**src/rtl/alu_share_arbiter.sv**
```systemverilog
// Round-robin arbiter sharing one matrix ALU between NUM_REQ issuers,
// with a WAIT watchdog and all-zero (brick) instruction filtering.
module alu_share_arbiter #(
  parameter  int NUM_REQ     = 4,
  parameter  int TIMEOUT_CYC = 64,
  localparam int IDX_W       = (NUM_REQ > 1) ? $clog2(NUM_REQ) : 1
) (
  input  logic                  clk,
  input  logic                  rst,
  input  logic [NUM_REQ-1:0]    req,
  input  logic [NUM_REQ*19-1:0] instr,
  output logic [NUM_REQ-1:0]    gnt,
  output logic [NUM_REQ-1:0]    req_done,
  output logic                  req_err,
  output logic [2:0]            alu_op,
  output logic [3:0]            alu_s1,
  output logic [7:0]            alu_s2,
  output logic [3:0]            alu_dest,
  output logic                  en_alu,
  input  logic                  alu_done,
  output logic [IDX_W-1:0]      owner,
  output logic                  busy,
  output logic                  timeout_err
);

  typedef enum logic [1:0] {
    IDLE,
    WAIT,
    GAP
  } state_t;

  localparam logic [7:0] CNT_LAST = 8'(TIMEOUT_CYC - 1);

  state_t           state;
  logic [IDX_W-1:0] rr_ptr;
  logic [7:0]       cnt;

  logic [IDX_W-1:0] win;
  logic [IDX_W-1:0] idx;
  logic [18:0]      win_instr;

  function automatic logic [IDX_W-1:0] nxt(input logic [IDX_W-1:0] x);
    if (x == IDX_W'(NUM_REQ - 1)) return '0;
    return x + 1'b1;
  endfunction

  // scan downward so the smallest offset from rr_ptr wins
  always_comb begin
    win = rr_ptr;
    idx = '0;
    for (int k = NUM_REQ - 1; k >= 0; k--) begin
      idx = IDX_W'((int'(rr_ptr) + k) % NUM_REQ);
      if (req[idx]) win = idx;
    end
    win_instr = instr[19*int'(win) +: 19];
  end

  always_ff @(posedge clk or posedge rst) begin
    if (rst) begin
      state       <= IDLE;
      gnt         <= '0;
      req_done    <= '0;
      req_err     <= 1'b0;
      en_alu      <= 1'b0;
      busy        <= 1'b0;
      timeout_err <= 1'b0;
      alu_op      <= '0;
      alu_s1      <= '0;
      alu_s2      <= '0;
      alu_dest    <= '0;
      owner       <= '0;
      rr_ptr      <= '0;
      cnt         <= '0;
    end else begin
      unique case (state)
        IDLE: begin
          if (|req) begin
            owner <= win;
            busy  <= 1'b1;
            if (win_instr == '0) begin
              req_done <= NUM_REQ'(1) << win;
              req_err  <= 1'b0;
              rr_ptr   <= nxt(win);
              state    <= GAP;
            end else begin
              alu_op   <= win_instr[18:16];
              alu_s1   <= win_instr[15:12];
              alu_s2   <= win_instr[11:4];
              alu_dest <= win_instr[3:0];
              gnt      <= NUM_REQ'(1) << win;
              en_alu   <= 1'b1;
              cnt      <= '0;
              state    <= WAIT;
            end
          end
        end
        WAIT: begin
          en_alu <= 1'b0;
          cnt    <= cnt + 8'd1;
          // a late alu_done in the timeout cycle still counts as success
          if (alu_done || cnt == CNT_LAST) begin
            gnt      <= '0;
            req_done <= NUM_REQ'(1) << owner;
            req_err  <= ~alu_done;
            if (!alu_done) timeout_err <= 1'b1;
            rr_ptr   <= nxt(owner);
            state    <= GAP;
          end
        end
        GAP: begin
          req_done <= '0;
          req_err  <= 1'b0;
          busy     <= 1'b0;
          state    <= IDLE;
        end
        default: state <= IDLE;
      endcase
    end
  end

endmodule

```
**config.mk**
```make
export PLATFORM = sky130hd
export DESIGN_NAME = alu_share_arbiter
export DESIGN_NICKNAME = d
export VERILOG_FILES = /design/src/rtl/alu_share_arbiter.sv
export SDC_FILE = /design/constraint.sdc
export NUM_CORES = 1
export LEC_CHECK = 0
export BUFFER_PORTS_ARGS = -buffer_cell sky130_fd_sc_hd__buf_2
export CORE_MARGIN = 2
export CORE_UTILIZATION = 28
export CTS_BUF_LIST = sky130_fd_sc_hd__clkbuf_16
export CTS_CLUSTER_SIZE = 24
export DETAILED_ROUTE_END_ITERATION = 6
export HOLD_SLACK_MARGIN = 0.03
export SLEW_MARGIN = 5
export SYNTH_ARGS = -nofsm -noshare
export SYNTH_HDL_FRONTEND = slang
export SYNTH_SLANG_ARGS = --single-unit
```
**constraint.sdc**
```tcl
create_clock -name clk -period 4.11 [get_ports clk]
set_clock_uncertainty 0.2 [all_clocks]
set_input_delay 0.2055 -clock clk [delete_from_list [all_inputs] [get_ports clk]]
set_output_delay 0.2055 -clock clk [all_outputs]
set_load 0.01 [all_outputs]
```
==> impl_metrics.toml, run 1 <==
[run_status]
status = "finished, final reports clean"

[die]
die-area_sq_mm = 0.0117
die_w_um = 108
core_sq_mm = 0.0104
initial_core_util_pct = 29.1
die_y_um = 108
ios = 116
placementRows = 37

[clocking]
clk_path_buf_depth = 2
cts_tree = "done"
htree_levels = 2
path_clk_slew_ns = 0.07
clockRootBuffer = "clkbuf_16"
cts_buffers = 5
postCtsSetupBuffers = 0
cts.sinks = 45
worstSkewPairLatency_ns = 0.29

[critical_path]
r2r_start = "rr_ptr[1]$_DFFE_PP0P_"
path_max_fanout = 27
path_class = "flop to flop"
slowest_stage = "dfrtp_1"
worst-path-buf-inv = 3
r2r-end = "alu_s2[2]$_DFFE_PP0P_"
end_kind = "flop"
critical_path_arrival_ns = 3.64
slowest_delay_ns = 0.43
worst_ep_required_time_ns = 4.08
cp_top_family = "compound AO/OA/AOI/OAI gates"
r2r_cells = 11
worst-r2r-setup-slack_ns = 0.44
cp_cell_sequence = "nor3b_1 > a2111o_1 > nand2_1 > buf_12 > inv_1 > o211ai_1 > a22oi_1 > nand4_1 > o31ai_4 > buf_4 > mux2_2"
crit_path_start_kind = "flop"

[finish]
final_cell_area_sq_mm = 0.00391
multi_input_area_sq_mm = 0.00168
drive_above_1_share_pct = 34.0
seqCellArea_sq_mm = 0.00113
syn2layout_area_growth_pct = 29.2
diodes = 0
nFillCells = 1090
nNetsFinal = 550

[worst_hold_path]
min-delay-start = "alu_done"
hold_path_depth = 3
hp-class = "input port to flop"
hold_path_end = "timeout_err$_DFFE_PP0P_"

[synth]
synthTopCellsByArea = "dfrtp_1 37%, ha_1 5.0%, o211ai_1 5.0%"
async_reset_ff_share_pct = 100
synth_top_area_cell = "dfrtp_1"
synthCells = 345
mappedNetlistNets = 440
synth_edf_count = 0
synthDistinctLibCells = 42
synth_ff_type = "dfrtp_1"
synth.yosys.seq_area_share_pct = 37.2
avgSynthCellArea_sq_um = 8.78
synth_top_cell_area_share_pct = 37.2
ys_warn_count = 0
yosysMostFrequentCell = "dfrtp_1"
synth-seq-cells = 45
yosys-top-cells-count = "45 x dfrtp_1, 36 x nand2_1, 33 x inv_1"
netlist_area_sq_mm = 0.00303

[timing]
tightest_slew_ns = 1.00
hold_viol = 0
fin_crit_sh_pct = 89.2
fin_setup_tns_ns = 0
slew_violations = 0
rsz0062_at_grt = "false"
min_period_ns = 3.67
setup_viol = 0
fmax_mhz = 273
finalWorstSetupSlack_ns = 0.443
slew_headroom_pct = 33.1

[power]
power.density_mw_per_mm2 = 692
switching_share_pct = 44.6
p_int_mw = 1.50
power_switching_mw = 1.21
seqPwrFrac_pct = 27.1
ir_drop_uv = 304
p_leak_nw = 2.01
p_comb_share_pct = 57.9
clkPwrFrac_pct = 15.0

[placed_design]
portBuffers = 115
gp_routability_congestion = 0.876
dp_hpwl_um = 7240
placed_area_sq_mm = 0.00375
dpl_worst_slack_ns = 0.358

[detailed_routing]
vias_per_cell = 5.17
wl_um = 9170
wl_per_cell_um = 15.5
drt-initial-drc-count = 186
dr.pass1.iters = 4
num_vias = 3060
antenna_left = 0
drc_errors = 0

[grt]
busiest_layer = "met2"
grt_pass1_wl_um = 15000
use_met3_pct = 3.62
gr-usage-all-layers_pct = 16.2
grt_pass1_vias = 3129
use_met1_pct = 20.6
grt_util_met2_pct = 27.6
grt_overflow_total = 0
grt_max_degree = 46
antenna_found_initial = 0

[job]
maxCapViolCount = 0
[power by group through the flow]
stage          combinational [mW]  clock (mW)  sequential, mW
2_1_floorplan                1.04           0           0.789
3_3_place_gp                 1.55           0           0.737
3_5_place_dp                 1.57           0           0.742
4_1_cts                      1.58       0.416           0.736
5_1_grt                      1.74       0.437           0.763
6_report                     1.57       0.406           0.734
[worst register-to-register path, stage by stage, from the launching register on]
cell and delay, ns:
dfrtp_1 0.43, nor3b_1 0.22, a2111o_1 0.26, nand2_1 0.19, buf_12 0.21, inv_1 0.30
o211ai_1 0.18, a22oi_1 0.24, nand4_1 0.31, o31ai_4 0.34, buf_4 0.30, mux2_2 0.37
[cells by family (layout without fill, tap and decap cells)]
kind of cell	Yosys count	in the layout	share of synthesized area, %
mux	21	21	7.48
fa+ha+maj	12	12	4.96
flops	45	45	37.2
buf+inv	56	167	7.89
simple gates	117	117	21.0
compound gates	94	94	21.5
[metal layers]
layer,vias to the layer above,part of all wire [%]
met2,144,48
met3,12,7.9
met4,0,1.3
met5,-,0
li1,1469,-
met1,1435,42
[layout by cell type, fill, tap and decap left out, types with 3 or more instances in the layout]
cell,synthesis,final
buf_2,8,115
dfrtp_1,45,45
nand2_1,36,36
inv_1,33,32
nand4_1,21,21
o211ai_1,20,20
o21ai_0,15,15
o21ai_1,14,14
mux2_2,13,13
ha_1,12,12
and3_1,11,11
a22oi_1,10,10
a21oi_1,10,10
a211o_1,9,9
nand3_1,9,9
nor2b_1,8,8
mux2i_1,8,8
buf_4,3,8
nor2_1,7,7
nand3b_1,6,6
or3_1,6,6
clkbuf_16,0,5
o31ai_1,4,4
nand2b_1,3,3
and2_1,3,3
a31o_2,3,3
[registers in the layout, summed over array words and instances, names as in the netlist, 2 cells and up]
signal    cells
alu_s2        8
cnt           8
alu_dest      4
alu_s1        4
gnt           4
req_done      4
alu_op        3
owner         2
rr_ptr        2
state         2
[metrics by stage]
stage / power, mW / std cells / util [%] / hold WS (ns)
final: 2.71 / 592 / 37.6 / 0.0689
after global placement: 2.28 / 583 / 36.0 / 0.259
after global routing: 2.94 / 592 / 37.6 / 0.0694
after CTS: 2.73 / 592 / 37.5 / 0.0678
after detailed placement: 2.32 / 583 / 36.0 / 0.261
after floorplan: 1.83 / 345 / - / 0.247
[cell type report]
type | count | area share [%]
inverters | 34 | 3.26
flip-flops and latches | 45 | 28.8
well taps | 136 | 4.35
clock buffers | 5 | 3.20
multi-input cells | 244 | 42.9
clock inverters | 3 | 0.544
repair buffers | 125 | 17.0
[how the worst max path moves through the flow]
stage / start / to / cells past startpoint
after floorplan: rr_ptr[1]$_DFFE_PP0P_ / alu_dest[2]$_DFFE_PP0P_ / 11
after global placement: req[0] / req_done[0]$_DFFE_PP0P_ / 12
after detailed placement: req[0] / req_err$_DFFE_PP0P_ / 12
after CTS: rr_ptr[0]$_DFFE_PP0P_ / req_err$_DFFE_PP0P_ / 11
after global routing: rr_ptr[1]$_DFFE_PP0P_ / req_done[1]$_DFFE_PP0P_ / 11
final: rr_ptr[1]$_DFFE_PP0P_ / alu_s2[2]$_DFFE_PP0P_ / 11
[what timing repair did]
item                                   in CTS  in global routing
endpoints found under the hold margin      45                  0
setup endpoints to repair                   0                  5
gates resized for setup                     0                  1
hold buffers                                1                  0
Power figures use the tool's default switching activity.
==> run 2, diff against run 1 <==
Settings changed: ABC_AREA from default to 1.
==> run 2 against run 1 <==
Compared with the run above:
- sequential power rose by 3.7%
- combinational power is 70% higher
- utilization shrank 2.3 points
- die area increased by 18%
- worst hold slack better by 0.085 ns
- clock power is 11% higher
- first-iteration DRC count fell by 2.2%
- wire length increased by 13%
- highest routed layer unchanged
==> impl_metrics.toml, run 2 <==
[run_status]
status = "finished, final reports clean"

[critical_path]
end_kind = "flop"
critical_path_arrival_ns = 3.65
cp_top_family = "simple AND/OR/NAND/NOR gates"
slowest_stage = "dfrtp_2"
cp_cell_sequence = "inv_6 > nand2_2 > nand2_1 > nand2_1 > nand2_1 > inv_2 > nand2_2 > nand3_1 > nand2_1 > buf_4 > nand2_1 > nand3_1 > nand2_1 > nor2_1 > nand2_1 > nor2_2 > nand3_4 > nand2_4 > buf_4 > nand2_1 > o21ai_0"
r2r_start = "rr_ptr[0]$_DFFE_PP0P_"
crit_path_start_kind = "flop"
r2r-end = "alu_s2[0]$_DFFE_PP0P_"
path_max_fanout = 40
crit_end = "alu_s2[0]$_DFFE_PP0P_"
worst_ep_required_time_ns = 4.11
worst-r2r-setup-slack_ns = 0.46
critPathLaunch = "rr_ptr[0]$_DFFE_PP0P_"
worst-path-buf-inv = 4
r2r_cells = 21
slowest_delay_ns = 0.50
critPathMostFrequentCell = "nand2_1"
cp_num_cells = 21
path_class = "flop to flop"

[timing]
hold_slack_ns = 0.154
min_period_ns = 3.65
rsz0062_at_grt = "false"
fin_crit_sh_pct = 88.8
tightest_slew_ns = 0.809
slew_violations = 0
fmax_mhz = 274
hold_viol = 0
fin_setup_tns_ns = 0
slew_headroom_pct = 46.0
setup_viol = 0

[finish]
nNetsFinal = 765
stdcell_count = 843
final_common_cell = "nand2_1"
multi_input_area_sq_mm = 0.00198
layout_common_cells = "207 x nand2_1, 115 x buf_2, 87 x nand3_1, 78 x inv_1, 44 x dfrtp_1"
seqCellArea_sq_mm = 0.00113
drive_above_1_share_pct = 22.4
diodes = 0
nFillCells = 1404
final_cell_area_sq_mm = 0.00443
syn2layout_area_growth_pct = 23.3
largestRegisters = "alu_s2 x8, cnt x8"

[synth]
avgSynthCellArea_sq_um = 6.34
synthCells = 567
yosys-top-cells-count = "207 x nand2_1, 87 x nand3_1, 79 x inv_1"
async_reset_ff_share_pct = 100
ys_warn_count = 0
synth_edf_count = 0
netlist_area_sq_mm = 0.00360
synth_top_area_cell = "dfrtp_1"
synthTopCellsByArea = "dfrtp_1 31%, nand2_1 22%, nand3_1 12%"
yosysMostFrequentCell = "nand2_1"
synth_top_cell_area_share_pct = 31.3
synthDistinctLibCells = 33
synth_ff_type = "dfrtp_1"
mappedNetlistNets = 662
synth.yosys.seq_area_share_pct = 31.3
synth-seq-cells = 45

[grt]
gr-usage-all-layers_pct = 15.2
antenna_found_initial = 0
grt_overflow_total = 0
grt_max_degree = 46
grt_pass1_vias = 3483
grt_pass1_wl_um = 17300

[job]
maxCapViolCount = 0

[die]
die-area_sq_mm = 0.0138
die_w_um = 117
core_sq_mm = 0.0126
die_y_um = 117
placementRows = 41
initial_core_util_pct = 28.6
ios = 116

[worst_hold_path]
hp-class = "input port to flop"

[placed_design]
portBuffers = 115
gp_routability_congestion = 0.839
placed_cells = 833
dp_hpwl_um = 8170
placed_area_sq_mm = 0.00425

[detailed_routing]
drc_errors = 0
vias_per_cell = 4.40
wl_um = 10300
num_vias = 3709
drt-initial-drc-count = 182
wl_per_cell_um = 12.3
dr.pass1.iters = 4
antenna_left = 0

[power]
p_leak_nw = 2.53
power.total_mw = 3.88
power.density_mw_per_mm2 = 876
ir_drop_uv = 425

[clocking]
worstSkewPairLatency_ns = 0.28
clockRootBuffer = "clkbuf_16"
cts_buffers = 5
path_clk_slew_ns = 0.06
cts.sinks = 45
clk_path_buf_depth = 2
cts_tree = "done"
htree_levels = 2
## run 2: cell types whose count changed after synthesis, moves of 10 or more
cell,previous run,this run
nand3_1,9,87
nor2_1,7,29
a22oi_1,10,0
nand2_1,36,207
o211ai_1,20,1
and3_1,11,0
inv_1,33,79
mux2_2,13,0
## run 2: routing by layer
metal,up-vias,part of all wire (%),global-route usage [%]
li1,1982,-,-
met1,1606,49,22.2
met2,114,44,24.0
met3,7,6.2,2.14
met4,0,0.76,3.01
met5,-,0,0
## run 2: report_power, final
| part | internal [mW] | switching [mW] |
|---|---|---|
| Clock | 0.285 | 0.166 |
| Sequential | 0.624 | 0.137 |
| Combinational | 0.851 | 1.82 |
## run 2: kinds of logic after synthesis
kind of cell,after synthesis,share of synthesized area (%)
AND/OR/NAND/NOR,361,44.1
buffers and inverters,108,13.6
flip-flops,45,31.3
AO/OA/AOI/OAI,37,5.81
adder cells (fa/ha/maj),12,4.18
XOR/XNOR,4,0.974
## run 2: per-stage QoR
step / utilization (%) / worst slack, ns
finish: 35.3 / 0.458
global route: 35.3 / 0.0192
floorplan: - / 1.45
detailed placement: 33.8 / 0.423
global placement: 33.8 / 0.492
CTS: 35.3 / 0.394
## run 2: how the worst min path moves through the flow
stage	end	slack, ns	startpoint	depth (start not counted)
2_1_floorplan	req_err$_DFFE_PP0P_	0.21	alu_done	3
3_3_place_gp	alu_s2[1]$_DFFE_PP0P_	0.19	rst	3
3_5_place_dp	alu_s2[4]$_DFFE_PP0P_	0.19	rst	3
4_1_cts	state[1]$_DFFE_PP0P_	0.15	req[2]	4
5_1_grt	state[1]$_DFFE_PP0P_	0.18	req[2]	4
6_report	state[1]$_DFFE_PP0P_	0.15	req[2]	4
## run 2: repair_timing
item	CTS	global route
setup endpoints to repair	0	23
setup buffers	0	0
endpoints found under the hold margin	46	0
hold buffers	2	0
gates resized for setup	0	1
## run 2: cell type report
class	instances	area share (%)
sequential	45	25.4
clock inverter	3	0.931
clock buffer	5	2.82
tap	172	4.85
inverter	82	7.05
multi-input combinational	414	44.6
timing repair buffer	122	14.3
## run 2: worst register-to-register path: cells and delay by family, from the launching register on
| family | cells | cell delay [ns] |
|---|---|---|
| and+or+nand+nor | 16 | 1.94 |
| buffers and inverters | 4 | 0.86 |
| DFF | 1 | 0.50 |
| AOI/OAI and AO/OA | 1 | 0.09 |
